[src/rtl/ram_bist_ctrl.sv]
// ram_bist_ctrl: March-style BIST initiator that owns both RAM ports for a test run
// and reports pass/fail, first failing address/data and a saturating error count.
module ram_bist_ctrl #(
  parameter int AW       = 8,
  parameter int DW       = 4,
  parameter int READ_LAT = 1
) (
  input  logic          clk,
  input  logic          rst,
  input  logic          start,
  input  logic [DW-1:0] pattern,
  output logic          busy,
  output logic          done,
  output logic          pass,
  output logic [7:0]    err_cnt,
  output logic [AW-1:0] fail_addr,
  output logic [DW-1:0] fail_data,
  output logic          write_en,
  output logic [AW-1:0] write_addr,
  output logic [DW-1:0] write_data,
  output logic          read_en,
  output logic [AW-1:0] read_addr,
  input  logic [DW-1:0] read_data
);
  typedef enum logic [2:0] {IDLE, W0, R0W1, R1W0, R0, DRAIN, DONE} state_e;
  localparam logic [AW-1:0] LAST = '1;
  localparam logic [AW-1:0] DRAIN_LAST = AW'(READ_LAT - 1);
  state_e        state_q, state_d;
  logic [AW-1:0] addr_q, addr_d;
  logic          ph_q, ph_d;
  logic [DW-1:0] pat_q, pat_d;
  logic [7:0]    err_q, err_d;
  logic          busy_q, done_q, pass_q;
  logic [AW-1:0] fail_addr_q;
  logic [DW-1:0] fail_data_q;
  logic          we_q, re_q;
  logic [AW-1:0] wa_q, ra_q;
  logic [DW-1:0] wd_q, exp_q;
  logic          accept, mism, first, rd_d, wr_d, rw_d;
  // Outstanding reads: {valid, addr, expected} delayed until read_data is valid
  logic          pv_q [READ_LAT];
  logic [AW-1:0] pa_q [READ_LAT];
  logic [DW-1:0] pe_q [READ_LAT];
  always_comb begin
    accept  = start && (state_q == IDLE || state_q == DONE);
    state_d = state_q;
    addr_d  = addr_q;
    ph_d    = 1'b0;
    pat_d   = accept ? pattern : pat_q;
    unique case (state_q)
      IDLE, DONE: begin
        if (accept) begin
          state_d = W0;
          addr_d  = '0;
        end
      end
      W0: begin
        addr_d  = addr_q + 1'b1;
        state_d = (addr_q == LAST) ? R0W1 : W0;
      end
      R0W1: begin
        ph_d = !ph_q;
        if (ph_q) begin
          addr_d  = (addr_q == LAST) ? LAST : addr_q + 1'b1;
          state_d = (addr_q == LAST) ? R1W0 : R0W1;
        end
      end
      R1W0: begin
        ph_d = !ph_q;
        if (ph_q) begin
          addr_d  = (addr_q == '0) ? '0 : addr_q - 1'b1;
          state_d = (addr_q == '0) ? R0 : R1W0;
        end
      end
      R0: begin
        addr_d  = addr_q + 1'b1;
        state_d = (addr_q == LAST) ? DRAIN : R0;
      end
      DRAIN: begin
        addr_d  = addr_q + 1'b1;
        state_d = (addr_q == DRAIN_LAST) ? DONE : DRAIN;
      end
      default: state_d = IDLE;
    endcase
    rw_d  = state_d == R0W1 || state_d == R1W0;
    rd_d  = state_d == R0 || (rw_d && !ph_d);
    wr_d  = state_d == W0 || (rw_d && ph_d);
    mism  = pv_q[READ_LAT-1] && read_data != pe_q[READ_LAT-1];
    first = mism && err_q == 8'd0;
    err_d = accept ? 8'd0 : (mism && err_q != 8'hFF) ? err_q + 8'd1 : err_q;
  end
  always_ff @(posedge clk or posedge rst) begin
    if (rst) begin
      state_q     <= IDLE;
      addr_q      <= '0;
      ph_q        <= 1'b0;
      pat_q       <= '0;
      err_q       <= '0;
      busy_q      <= 1'b0;
      done_q      <= 1'b0;
      pass_q      <= 1'b0;
      fail_addr_q <= '0;
      fail_data_q <= '0;
      we_q        <= 1'b0;
      wa_q        <= '0;
      wd_q        <= '0;
      re_q        <= 1'b0;
      ra_q        <= '0;
      exp_q       <= '0;
      for (int i = 0; i < READ_LAT; i++) begin
        pv_q[i] <= 1'b0;
        pa_q[i] <= '0;
        pe_q[i] <= '0;
      end
    end else begin
      state_q     <= state_d;
      addr_q      <= addr_d;
      ph_q        <= ph_d;
      pat_q       <= pat_d;
      err_q       <= err_d;
      busy_q      <= state_d inside {W0, R0W1, R1W0, R0, DRAIN};
      done_q      <= state_d == DONE;
      pass_q      <= accept ? 1'b0 : (state_d == DONE && state_q != DONE) ? err_d == 8'd0 : pass_q;
      fail_addr_q <= accept ? '0 : first ? pa_q[READ_LAT-1] : fail_addr_q;
      fail_data_q <= accept ? '0 : first ? read_data : fail_data_q;
      we_q        <= wr_d;
      wa_q        <= wr_d ? addr_d : '0;
      wd_q        <= !wr_d ? '0 : (state_d == R0W1) ? ~pat_d : pat_d;
      re_q        <= rd_d;
      ra_q        <= rd_d ? addr_d : '0;
      exp_q       <= (state_d == R1W0) ? ~pat_d : pat_d;
      pv_q[0]     <= re_q;
      pa_q[0]     <= ra_q;
      pe_q[0]     <= exp_q;
      for (int i = 1; i < READ_LAT; i++) begin
        pv_q[i] <= pv_q[i-1];
        pa_q[i] <= pa_q[i-1];
        pe_q[i] <= pe_q[i-1];
      end
    end
  end
  assign busy       = busy_q;
  assign done       = done_q;
  assign pass       = pass_q;
  assign err_cnt    = err_q;
  assign fail_addr  = fail_addr_q;
  assign fail_data  = fail_data_q;
  assign write_en   = we_q;
  assign write_addr = wa_q;
  assign write_data = wd_q;
  assign read_en    = re_q;
  assign read_addr  = ra_q;
endmodule
[config.mk]
export PLATFORM = sky130hd
export DESIGN_NAME = ram_bist_ctrl
export DESIGN_NICKNAME = d
export VERILOG_FILES = /design/src/rtl/ram_bist_ctrl.sv
export SDC_FILE = /design/constraint.sdc
export NUM_CORES = 1
export LEC_CHECK = 0
export BUFFER_PORTS_ARGS = -buffer_cell sky130_fd_sc_hd__buf_4
export CORE_UTILIZATION = 60
export DETAILED_ROUTE_END_ITERATION = 8
export HOLD_SLACK_MARGIN = 0.03
export PLACE_DENSITY_LB_ADDON = 0.12
export SKIP_LAST_GASP = 1
export SLEW_MARGIN = 20
export SYNTH_ARGS = -nofsm -noshare
export SYNTH_HDL_FRONTEND = slang
export SYNTH_SLANG_ARGS = --single-unit
[constraint.sdc]
create_clock -name clk -period 5.4 [get_ports clk]
set_input_delay 1.08 -clock clk [delete_from_list [all_inputs] [get_ports clk]]
set_output_delay 1.08 -clock clk [all_outputs]
set_load 0.01 [all_outputs]
==> results of run 1 <==
-- flip-flops by register name, indices dropped and copies added, names as in the netlist, 3 cells and up --
| signal | count |
|---|---|
| addr_q | 8 |
| err_cnt | 8 |
| fail_addr | 8 |
| pa_q | 8 |
| read_addr | 8 |
| write_addr | 8 |
| exp_q | 4 |
| fail_data | 4 |
| pat_q | 4 |
| pe_q | 4 |
| write_data | 4 |
| state_q | 3 |
-- per-stage QoR --
| stage | utilization | power (mW) | area (um^2) | instances | setup slack, ns |
|---|---|---|---|---|---|
| 5_1_grt | 0.739 | 2.27 | 4450 | 502 | 2.47 |
| 3_3_place_gp | 0.702 | 1.64 | 4230 | 486 | 2.40 |
| 3_5_place_dp | 0.702 | 1.66 | 4230 | 486 | 2.28 |
| 2_1_floorplan | - | 1.40 | 3810 | 374 | 2.32 |
| 6_report | 0.739 | 2.14 | 4450 | 502 | 2.65 |
| 4_1_cts | 0.739 | 2.14 | 4450 | 502 | 2.66 |
-- cells in the final DEF, fill, tap and decap left out, types with 5 or more instances in the layout --
cell type	instances
and2_1	6
nor2_1	46
mux2i_1	17
o21ai_0	14
nor2b_1	5
ha_1	5
xnor2_1	14
dfrtp_1	78
nand2_1	23
a31oi_1	5
nand2b_1	5
and3_1	8
a21oi_1	12
nor3_1	5
xor2_1	8
nand3_1	13
inv_1	18
buf_4	56
clkbuf_8	9
-- path summary, 6_finish.rpt --
check                                           end  slack, ns  depth (start not counted)
max in group asynchronous    read_addr[3]$_DFF_PP0_       3.51                          3
max reg2reg                 write_data[0]$_DFF_PP0_       2.76                          5
min in group asynchronous  fail_addr[0]$_DFFE_PP0P_       0.87                          2
min reg2reg                       pe_q[0]$_DFF_PP0_       0.36                          0
max                         write_data[0]$_DFF_PP0_       2.65                          6
min                               pe_q[0]$_DFF_PP0_       0.36                          0
-- critical path, stage by stage --
cell	delay, ns
buf_4	0.11
nor2b_1	0.14
and3_1	0.84
mux2i_1	0.48
xnor2_1	0.17
o32ai_1	0.12
-- cell families (layout without fill, tap and decap cells) --
logic type               count (synthesis)  count (layout)  share of synthesized area
AND/OR/NAND/NOR                        140             140                      0.198
flip-flops                              78              78                      0.513
AO/OA/AOI/OAI                           71              71                      0.132
buffers and inverters                   41              94                     0.0453
XOR/XNOR                                22              22                     0.0506
multiplexers                            17              17                     0.0447
adder cells (fa/ha/maj)                  5               5                     0.0164
-- routing by layer --
| layer | vias to the layer above | share of wire | routed length [um] |
|---|---|---|---|
| li1 | 1409 | - | - |
| met3 | 20 | 0.061 | 521 |
| met1 | 1490 | 0.43 | 3660 |
| met4 | 0 | 0.023 | 193 |
| met2 | 125 | 0.49 | 4190 |
| met5 | - | 0 | 0 |
-- cell type report --
type | count | area [um^2] | area share
sequential | 78 | 1950 | 0.438
clock inverter | 6 | 93.8 | 0.0211
timing repair buffer | 56 | 420 | 0.0944
clock buffer | 10 | 128 | 0.0287
multi-input combinational | 255 | 1680 | 0.378
inverter | 22 | 83.8 | 0.0188
tap | 75 | 93.8 | 0.0211
-- power breakdown --
part | internal, mW | switching (mW) | total [mW]
Combinational | 0.332 | 0.410 | 0.741
Sequential | 0.740 | 0.179 | 0.919
Clock | 0.265 | 0.214 | 0.479
Total | 1.34 | 0.803 | 2.14
==> results.ini, run 1 <==
[clocking]
cts_tree=yes
htreeDepth=3
clockRootBuffer=clkbuf_8
clkTransAtPathRegs_ns=0.09
holdBufCountCts=0
clk_latency_ns=0.34
post_cts_resized=0
clock_sinks=78
post_cts_buffers=0
cts_buffers=9
clock_path_buffers=2

[route]
num_vias=3044
drtAntennaViolNets=0
drc=0
drt-wirelength-per-cell_um=17.1
routed_wirelength_um=8560
dr.pass1.iters=5
drtIter0Drc=191
viasPerCell=6.06

[synth]
synth_cells=374
yosysMostFrequentCell=dfrtp_1
ys.flop_type=dfrtp_1
synth_top_area_cell=dfrtp_1
netlist.area_leader.share=0.513
yosys_warnings=0
synthTopCellsByArea=dfrtp_1, nor2_1, mux2i_1
async_reset_ff_frac=1.00
synth_seq_cells=78
avgSynthCellArea_um2=10.2
synth_cell_types=66
synth_edf_count=0
ys_seq_area_frac=0.513
ys_top_cells_by_count=dfrtp_1, nor2_1, nand2_1, inv_1, mux2i_1
synthesis.area_um2=3810
syn_nets=390

[layout]
antenna-diode-count=0
drive_gt1_frac=0.208
nNetsFinal=438
fillers=423
area_delta_synth_final_pct=17.0

[placement]
io_buffers=55
routabilityCongestion=0.993
hpwl_um=5880

[setup_path]
cp.required_ns=5.60
critPathKind=primary input to register
startpoint=start
reg2reg_from=state_q[1]$_DFF_PP0_
arrival_ns=2.96
startpoint_type=primary input
cp_max_fo=25
crit_path_end_kind=register

[sta]
slew_viol_final=0
setup_violations=0
fin_crit_sh=0.510
fin_crit_ns=2.75
skew_ns=0.0106
grt_setup_unrepaired=false
slew_headroom=0.322
fmax_mhz=363
fin_hold_ws_ns=0.358
tightestPinTransition_ns=1.02
final.setup.tns_ns=0
finalHoldViolations=0

[hold_path]
worst_hold_path_type=register to register
hold_path.startpoint=exp_q[0]$_DFF_PP0_

[flow_run]
maxCapViolCount=0

[floorplanning]
std_cell_rows=28
io_pins=56
fp.dieH_um=81.7
coreArea_um2=6030
die_area_um2=6670
fp.dieW_um=81.7
initial_utilization=0.632

[global_routing]
met3_usage=0.0522
grt_util_met1=0.369
grt_max_degree=45
use_met2=0.430
antenna_found_initial=0
grt_pass1_wl_um=13400
grt_pass1_vias=2765
overflow=0
grtUsageTotal=0.273
top_usage_layer=met2

[outcome]
status=completed

[power]
p_per_area_nw_per_um2=480
power_leakage_nw=2.19
peakVddDrop_mv=0.236

Note: power is estimated with default switching activity, not from simulation.
==> run 2, diff against run 1 <==
CORE_UTILIZATION = 51   (was 60)
clock period = 2.2 ns   (was 5.4 ns; I/O delays follow)
==> results.ini, run 2 (synthesis results as in run 1) <==
[placement]
routabilityCongestion=0.929  ; was 0.993
io_buffers=55  ; unchanged
hpwl_um=6590  ; was 5880 um

[floorplanning]
fp.dieW_um=88.4  ; was 81.7 um
io_pins=56  ; unchanged
std_cell_rows=31  ; was 28
die_area_um2=7820  ; was 6670 um^2
fp.dieH_um=88.4  ; was 81.7 um
initial_utilization=0.525  ; was 0.632
coreArea_um2=7250  ; was 6030 um^2

[layout]
fillers=570  ; was 423
final_util=0.678  ; was 0.739
multi_input_area_um2=1730  ; was 1680 um^2
final_cell_mix=buf_4, dfrtp_1, nor2_1  ; was dfrtp_1, buf_4, nor2_1
antenna-diode-count=0  ; unchanged
nNetsFinal=486  ; was 438
area_delta_synth_final_pct=29.2  ; was 17.0%
regArea_um2=1960  ; was 1950 um^2
drive_gt1_frac=0.312  ; was 0.208
final_common_cell=buf_4  ; was dfrtp_1

[power]
p_per_area_nw_per_um2=1150  ; was 480 nW/um^2
peakVddDrop_mv=0.596  ; was 0.236 mV
power_leakage_nw=2.43  ; was 2.19 nW
finalPower_mw=5.65  ; was 2.14 mW

[flow_run]
maxCapViolCount=0  ; unchanged

[clocking]
holdBufCountCts=0  ; unchanged
clock_sinks=78  ; unchanged
cts_tree=yes  ; unchanged
clk_latency_ns=0.35  ; was 0.34 ns
clockRootBuffer=clkbuf_8  ; unchanged
clkTransAtPathRegs_ns=0.09  ; about the same
clock_path_buffers=2  ; unchanged
htreeDepth=3  ; unchanged
cts_buffers=9  ; unchanged

[hold_path]
worst_hold_path_type=primary input to async pin  ; was register to register

[setup_path]
startpoint_type=register  ; was primary input
arrival_ns=2.38  ; was 2.96 ns
critPathKind=register to register  ; was primary input to register
cp_max_fo=8  ; was 25
r2r_slack_ns=0.05  ; was 2.76 ns
rr_worst_depth=8  ; was 5
reg2reg_to=busy$_DFF_PP0_  ; was write_data[0]$_DFF_PP0_
crit_path_end_kind=register  ; unchanged
reg2reg_from=addr_q[1]$_DFF_PP0_  ; was state_q[1]$_DFF_PP0_
cp.required_ns=2.43  ; was 5.60 ns

[sta]
fin_crit_sh=0.978
fmax_mhz=465
slew_viol_final=0  ; unchanged
fin_crit_ns=2.15
setup_violations=0  ; unchanged
slew_headroom=0.582  ; was 0.322
tightestPinTransition_ns=0.625  ; was 1.02 ns
skew_ns=0.0120  ; was 0.0106 ns
final.setup.tns_ns=0  ; unchanged
fin_hold_ws_ns=0.170  ; was 0.358 ns
finalHoldViolations=0  ; unchanged

[route]
num_vias=3170  ; was 3044
drc=0  ; unchanged
dr.pass1.iters=4  ; was 5
drtIter0Drc=164  ; was 191
drt-wirelength-per-cell_um=15.7  ; was 17.1 um
viasPerCell=5.52  ; was 6.06
routed_wirelength_um=9030  ; was 8560 um
drtAntennaViolNets=0  ; unchanged

[global_routing]
overflow=0  ; unchanged
grt_max_degree=30  ; was 45
grt_pass1_vias=2796  ; was 2765
antenna_found_initial=0  ; unchanged
grtUsageTotal=0.243  ; was 0.273
grt_pass1_wl_um=14200  ; was 13400 um

[outcome]
status=completed  ; unchanged

==> run 2: cell types whose count changed in the layout (fill, tap and decap cells not counted), moves of 2 or more <==
cell,change
buf_4,+45
clkinvlp_4,+2
buf_12,+3
clkinv_2,+2
dfrtp_1,-4
inv_1,-2
dfrtp_2,+4
==> run 2: how the worst max path moves through the flow <==
| stage | endpoint | startpoint |
|---|---|---|
| 2_1_floorplan | read_addr[1]$_DFF_PP0_ | addr_q[1]$_DFF_PP0_ |
| 3_3_place_gp | busy$_DFF_PP0_ | addr_q[1]$_DFF_PP0_ |
| 3_5_place_dp | read_addr[6]$_DFF_PP0_ | addr_q[1]$_DFF_PP0_ |
| 4_1_cts | read_addr[6]$_DFF_PP0_ | addr_q[1]$_DFF_PP0_ |
| 5_1_grt | read_addr[6]$_DFF_PP0_ | addr_q[1]$_DFF_PP0_ |
| 6_report | busy$_DFF_PP0_ | addr_q[1]$_DFF_PP0_ |
==> run 2: routing by layer <==
| layer | part of all wire | wire length (um) | track usage | vias to the layer above |
|---|---|---|---|---|
| met3 | 0.056 | 509 | 0.0354 | 19 |
| met2 | 0.47 | 4240 | 0.371 | 127 |
| li1 | - | - | - | 1504 |
| met4 | 0.021 | 194 | 0.111 | 0 |
| met1 | 0.45 | 4080 | 0.343 | 1520 |
| met5 | 0 | 0 | 0 | - |
==> run 2: report_power, final <==
group	internal, mW	switching, mW	total [mW]
combinational	1.17	1.27	2.44
clock	0.526	0.535	1.06
sequential	1.83	0.319	2.15
==> run 2: critical path, stage by stage (launching register included) <==
cell,delay [ns]
dfrtp_2,0.45
ha_1,0.23
and4_1,0.27
and4_1,0.23
o21ai_2,0.16
nand4_4,0.14
buf_4,0.20
nor3_1,0.27
nor2_1,0.08
==> run 2: cell type report <==
cell class	instances	area share
inverters	22	0.0183
clock inverters	7	0.0148
well taps	99	0.0252
repair buffers	104	0.166
flip-flops and latches	78	0.398
multi-input cells	255	0.352
clock buffers	9	0.0252
==> run 2: repair_timing <==
| action | in CTS | in global routing |
|---|---|---|
| resized for setup | 1 | 14 |
| endpoints found under the setup margin | 1 | 23 |
| pin swaps | 0 | 7 |
| buffers inserted | 0 | 7 |
==> run 2: stage by stage <==
stage	instance area, um^2	cells	setup slack (ns)
2_1_floorplan	3810	374	0.128
3_3_place_gp	4610	551	0.0997
3_5_place_dp	4610	551	0.0350
4_1_cts	4810	567	0.0212
5_1_grt	4920	574	-0.0164
6_report	4920	574	0.0491
